$ cat src/rtl/mxv_result_tx_pkg.sv
// Shared definitions for the MxV result transmitter: byte type, frame
// delimiters and the transmit FSM state encoding.
// No logic, no latency, no flow control.
package mxv_result_tx_pkg;

   typedef logic [7:0] word_lenght_t;

   localparam word_lenght_t FRAME_HEADER = 8'hFE;
   localparam word_lenght_t FRAME_FOOTER = 8'hEF;

   typedef enum logic [2:0] {
      IDLE,
      HDR,
      LEN,
      RD_WAIT,
      RD_LATCH,
      SEND_BYTE,
      FTR,
      DONE
   } tx_state_t;

endpackage

$ cat src/rtl/mxv_tx_word_reg.sv
// Result word holding register with MSB-first byte selection.
// Latency: word visible on byte_out the cycle after load; byte_sel is combinational.
// Backpressure: none; load is honoured whenever asserted.
// Ports: clk/rst (sync, active-high), load + din capture a word,
//        byte_sel picks byte 0 = most significant, byte_out is that byte.
module mxv_tx_word_reg
   import mxv_result_tx_pkg::*;
#(
   parameter  int RESULT_W = 16,
   localparam int BYTES    = RESULT_W / 8,
   localparam int BSEL_W   = (BYTES > 1) ? $clog2(BYTES) : 1
) (
   input  logic                clk,
   input  logic                rst,
   input  logic                load,
   input  logic [RESULT_W-1:0] din,
   input  logic [BSEL_W-1:0]   byte_sel,
   output logic [7:0]          byte_out
);

   logic [RESULT_W-1:0] word_q;

   always_ff @(posedge clk) begin
      if (rst) begin
         word_q <= '0;
      end else if (load) begin
         word_q <= din;
      end
   end

   // Byte 0 is the top slice so the counter can simply count upward.
   always_comb begin
      byte_out = word_q[8*(BYTES-1-int'(byte_sel)) +: 8];
   end

endmodule

$ cat src/rtl/mxv_result_tx.sv
// Reads N result words from the result RAM and sends them framed
// (FE, length, word bytes MSB first, EF) through the UART transmitter.
// Latency: first TX_START one cycle after START; 3 cycles from a word's first
// TX_DONE boundary to its MSB TX_START (RAM read + latch).
// Backpressure: each byte is held on TX_DATA until the UART returns TX_DONE.
// Ports: START/VEC_N request a frame, RES_ADDR/RES_DATA read the sync RAM,
//        TX_DATA/TX_START/TX_DONE talk to the UART, BUSY/DONE_TRANSMITION report status.
module mxv_result_tx
   import mxv_result_tx_pkg::*;
#(
   parameter  int RESULT_W = 16,
   parameter  int MAX_N    = 8,
   localparam int ADDR_W   = (MAX_N > 1) ? $clog2(MAX_N) : 1
) (
   input  logic                clk,
   input  logic                rst,
   input  logic                START,
   input  logic [3:0]          VEC_N,
   output logic [ADDR_W-1:0]   RES_ADDR,
   input  logic [RESULT_W-1:0] RES_DATA,
   output logic [7:0]          TX_DATA,
   output logic                TX_START,
   input  logic                TX_DONE,
   output logic                BUSY,
   output logic                DONE_TRANSMITION
);

   localparam int BYTES  = RESULT_W / 8;
   localparam int BSEL_W = (BYTES > 1) ? $clog2(BYTES) : 1;
   // One extra bit so N = MAX_N and the post-last-word index both fit.
   localparam int CNT_W  = ADDR_W + 1;

   tx_state_t        state_q, state_d;
   logic             first_q, first_d;
   logic [CNT_W-1:0] n_q;
   logic [CNT_W-1:0] idx_q;
   logic [BSEL_W-1:0] byte_q;
   logic [CNT_W-1:0] vec_clamped;
   logic             word_load;
   word_lenght_t     word_byte;
   logic             send_st;
   logic             done_acc;
   logic             last_byte;
   logic             last_word;

   mxv_tx_word_reg #(
      .RESULT_W (RESULT_W)
   ) u_word_reg (
      .clk      (clk),
      .rst      (rst),
      .load     (word_load),
      .din      (RES_DATA),
      .byte_sel (byte_q),
      .byte_out (word_byte)
   );

   assign vec_clamped = (int'(VEC_N) > MAX_N) ? CNT_W'(MAX_N) : CNT_W'(VEC_N);

   assign send_st   = (state_q == HDR) || (state_q == LEN) ||
                      (state_q == SEND_BYTE) || (state_q == FTR);
   // A TX_DONE coinciding with our own TX_START belongs to an earlier byte.
   assign done_acc  = TX_DONE && send_st && !first_q;
   assign last_byte = (byte_q == BSEL_W'(BYTES - 1));
   assign last_word = ((idx_q + 1'b1) == n_q);

   assign TX_START         = send_st && first_q;
   assign BUSY             = (state_q != IDLE);
   assign DONE_TRANSMITION = (state_q == DONE);
   assign RES_ADDR         = idx_q[ADDR_W-1:0];

   always_ff @(posedge clk) begin
      if (rst) begin
         state_q <= IDLE;
         first_q <= 1'b0;
      end else begin
         state_q <= state_d;
         first_q <= first_d;
      end
   end

   always_comb begin
      state_d   = state_q;
      word_load = 1'b0;
      TX_DATA   = 8'h00;
      case (state_q)
         IDLE: begin
            if (START) state_d = HDR;
         end
         HDR: begin
            TX_DATA = FRAME_HEADER;
            if (done_acc) state_d = LEN;
         end
         LEN: begin
            TX_DATA = 8'(int'(n_q) * BYTES);
            if (done_acc) state_d = (n_q != '0) ? RD_WAIT : FTR;
         end
         RD_WAIT: begin
            state_d = RD_LATCH;
         end
         RD_LATCH: begin
            word_load = 1'b1;
            state_d   = SEND_BYTE;
         end
         SEND_BYTE: begin
            TX_DATA = word_byte;
            if (done_acc && last_byte) state_d = last_word ? FTR : RD_WAIT;
         end
         FTR: begin
            TX_DATA = FRAME_FOOTER;
            if (done_acc) state_d = DONE;
         end
         DONE: begin
            state_d = IDLE;
         end
         default: begin
            state_d = IDLE;
         end
      endcase
      // A fresh byte starts on every state change and on each inner byte of a word.
      first_d = (state_d != state_q) ||
                ((state_q == SEND_BYTE) && done_acc && !last_byte);
   end

   always_ff @(posedge clk) begin
      if (rst) begin
         n_q    <= '0;
         idx_q  <= '0;
         byte_q <= '0;
      end else begin
         if ((state_q == IDLE) && START) n_q <= vec_clamped;
         if (state_q == DONE) begin
            idx_q  <= '0;
            byte_q <= '0;
         end else if ((state_q == SEND_BYTE) && done_acc) begin
            if (last_byte) begin
               byte_q <= '0;
               idx_q  <= idx_q + 1'b1;
            end else begin
               byte_q <= byte_q + 1'b1;
            end
         end
      end
   end

endmodule

$ cat config.mk
export PLATFORM = sky130hd
export DESIGN_NAME = mxv_result_tx
export DESIGN_NICKNAME = d
export VERILOG_FILES = /design/src/rtl/mxv_result_tx_pkg.sv /design/src/rtl/mxv_tx_word_reg.sv /design/src/rtl/mxv_result_tx.sv
export SDC_FILE = /design/constraint.sdc
export NUM_CORES = 1
export LEC_CHECK = 0
export CAP_MARGIN = 15
export CORE_MARGIN = 8
export CORE_UTILIZATION = 52
export DETAILED_ROUTE_END_ITERATION = 6
export GPL_ROUTABILITY_DRIVEN = 1
export PLACE_DENSITY = 0.84
export SYNTH_ARGS = -nofsm -noshare
export SYNTH_HDL_FRONTEND = slang
export SYNTH_SLANG_ARGS = --single-unit
$ cat constraint.sdc
create_clock -name clk -period 3.6 [get_ports clk]
set_input_delay 0.54 -clock clk [delete_from_list [all_inputs] [get_ports clk]]
set_output_delay 0.54 -clock clk [all_outputs]
set_load 0.01 [all_outputs]
==> metrics <==
Post-Synthesis Cells=190; multi-input logic area=833 sq um; fin util=68.8%; Avg Inst Size Synth=7.92 sq um; Synth top cells by count=nand2_1 (36), dfxtp_1 (29), a21oi_1 (26), o21ai_0 (13), nor2_1 (12); nets=244; clock slew at reported path FFs=0.10 ns; fin cells=251; DR vias/cell=5.65; met2 WL post-DR=1720 microns; Slowest-stage cell, CP=nor2b_1; Worst EP required=3.06 ns; drt pass-1 iters=4; wire length of the first global-routing pass=6200 microns; Cell Rows=19; GRT Residual Overflow=0; Ys Warns=0; die area=4870 sq um; nature of the critical path endpoint=output port; number of fill cells=227; Seq. cell area=581 sq um; die width=69.8 microns; Routed WL=3560 microns; CP Max Fanout=14; Synth cell types=37; number of enable flip-flop cells after synthesis=0; Critical Path Start Type=flip-flop; wire length on met3=295 microns; Top Ports=38; Power, Total=710 uW; fraction of layout cells with a size suffix above 1=9.55%; CP top delay family=simple AND/OR/NAND/NOR gates; crit-path max cell delay=0.73 ns; Leak=0.681 nW; Initial DRC Count=74; post-CTS sizing=0; peak supply drop=0.000330 V; largest net degree at the start of global routing=26; fmax=325 MHz; Hold Buf Count CTS=0; Synth Register Bits=29; power density over the cells=374 nW/um^2; Die Height=69.8 microns; Initial Util=54.5%; Diodes inserted=0; leading area contributor after synthesis=dfxtp_1; synthesized area=1500 sq um; post-route setup slack=0.524 ns; worst path cell trace=nor2b_1, o21ai_0, o21ai_0, clkdlybuf4s50_1; I/O Buffers=37; unrepaired setup endpoints after global routing=false; post-synthesis sequential area ratio=38.6%; Period minus WS final=3.08 ns; max-cap violation count=0; critical path arrival=2.54 ns; top-count cell post-synth=nand2_1; Setup Buffers After CTS=0; slew margin rel.=40.8%; Setup TNS Final=0 ns; core box area=2760 sq um; CTS tree=built; GR Util All Layers=15.1%; TritonCTS Buffers=5; Clock Tree Root=clkbuf_4; CTS sink cnt=29; initial antenna violation count=0; predominant post-synthesis flop cell=dfxtp_1; Hold WC Path Type=flip-flop to flip-flop; crit share post-route=85.5%; pre-CTS WS=0.946 ns; Area growth, synth to finish=26.1%; ANT nets after route=0; GPL Wtd Cong=0.927; final hold violations=0; DR WL/cell=14.2 microns; top cells by area, synth=dfxtp_1 (39%), nand2_1 (9.0%), a21oi_1 (8.7%); highest routed metal layer=met4; clock skew=0.00686 ns; Final setup viols=0; Post-synth ARST share=0%; H-tree level count=2; Clock Path Buffers=2; Max Transition Viols Final=0; post-synth top area share=38.6%; CP Class=flip-flop to output port; status=completed; Slew @ Worst Pin=0.883 ns; CP bufs+invs=1; syn nets=215; crit-path most repeated cell=o21ai_0; number of global-route vias before repair=1364; Placed Instances=243; drt drc=0; routed vias=1417; Skew-Pair Late Insertion Delay=0.34 ns; Post-DP HPWL=2610 microns; Post-Route M1 WL=1470 microns
==> per-stage QoR <==
stage | hold WS (ns) | cell area, sq um
floorplan | 0.433 | 1500
global placement | 0.438 | 1840
detailed placement | 0.443 | 1840
CTS | 0.458 | 1900
global route | 0.474 | 1900
finish | 0.455 | 1900
==> sequential cells by signal, summed over array words and instances, names as in the netlist <==
register	cells
byte_q	1
first_q	1
idx_q	4
n_q	4
state_q	3
u_word_reg.word_q	16
==> power by group <==
group / internal (mW) / switching, mW / total (mW)
combinational: 0.0889 / 0.0735 / 0.162
sequential: 0.333 / 0.0186 / 0.352
clock: 0.0734 / 0.123 / 0.196
total: 0.495 / 0.215 / 0.710
==> path summary, 6_finish.rpt <==
path	startpoint	to	slack [ns]	cells past startpoint
max	state_q[0]	TX_DATA[1]	0.52	4
min	u_word_reg.word_q[0]	u_word_reg.word_q[0]	0.45	2
max reg2reg	state_q[2]	u_word_reg.word_q[12]	1.61	4
min reg2reg	u_word_reg.word_q[0]	u_word_reg.word_q[0]	0.45	2
==> cells in the final DEF (no fill, tap or decap), types with 2 or more instances in the layout <==
| cell | count |
|---|---|
| nand4_1 | 2 |
| and3_1 | 2 |
| xor2_1 | 4 |
| clkdlybuf4s50_1 | 37 |
| dfxtp_1 | 29 |
| or2_2 | 2 |
| a21oi_1 | 26 |
| clkbuf_4 | 5 |
| o211ai_1 | 2 |
| mux2i_1 | 3 |
| nand3_1 | 3 |
| nand2_1 | 36 |
| nand3b_1 | 3 |
| nor2_1 | 12 |
| nor2b_1 | 2 |
| inv_1 | 2 |
| clkinv_2 | 2 |
| xnor2_1 | 3 |
| o21ai_0 | 13 |
| nor3_1 | 2 |
| nand2b_1 | 6 |
| mux2_2 | 7 |
==> worst min-delay path, delay by kind of cell (launching register included) <==
kind	cells	cell delay (ns)
flip-flops	1	0.32
AND/OR/NAND/NOR	1	0.05
AO/OA/AOI/OAI	1	0.05
==> kinds of logic after synthesis <==
group | Yosys count | share of synthesized area [%]
XOR/XNOR | 8 | 5.66
buffers and inverters | 19 | 5.99
AO/OA/AOI/OAI | 48 | 18.0
multiplexers | 10 | 7.24
AND/OR/NAND/NOR | 75 | 23.7
flip-flops | 29 | 38.6
adder cells (fa/ha/maj) | 1 | 0.832
==> routing by layer <==
| metal | vias up | track usage [%] |
|---|---|---|
| li1 | 711 | - |
| met1 | 644 | 17.3 |
| met2 | 52 | 23.6 |
| met3 | 10 | 5.58 |
| met4 | 0 | 8.26 |
| met5 | - | 0 |
==> cell type report <==
cell class              instances  share of cell area, %
clock inverters                 3                  0.923
well taps                      31                   2.04
flip-flops and latches         29                   30.6
repair buffers                 38                   19.9
clock buffers                   5                   1.98
multi-input cells             142                   43.9
inverters                       3                  0.594
(Power assumes the default switching activity.)
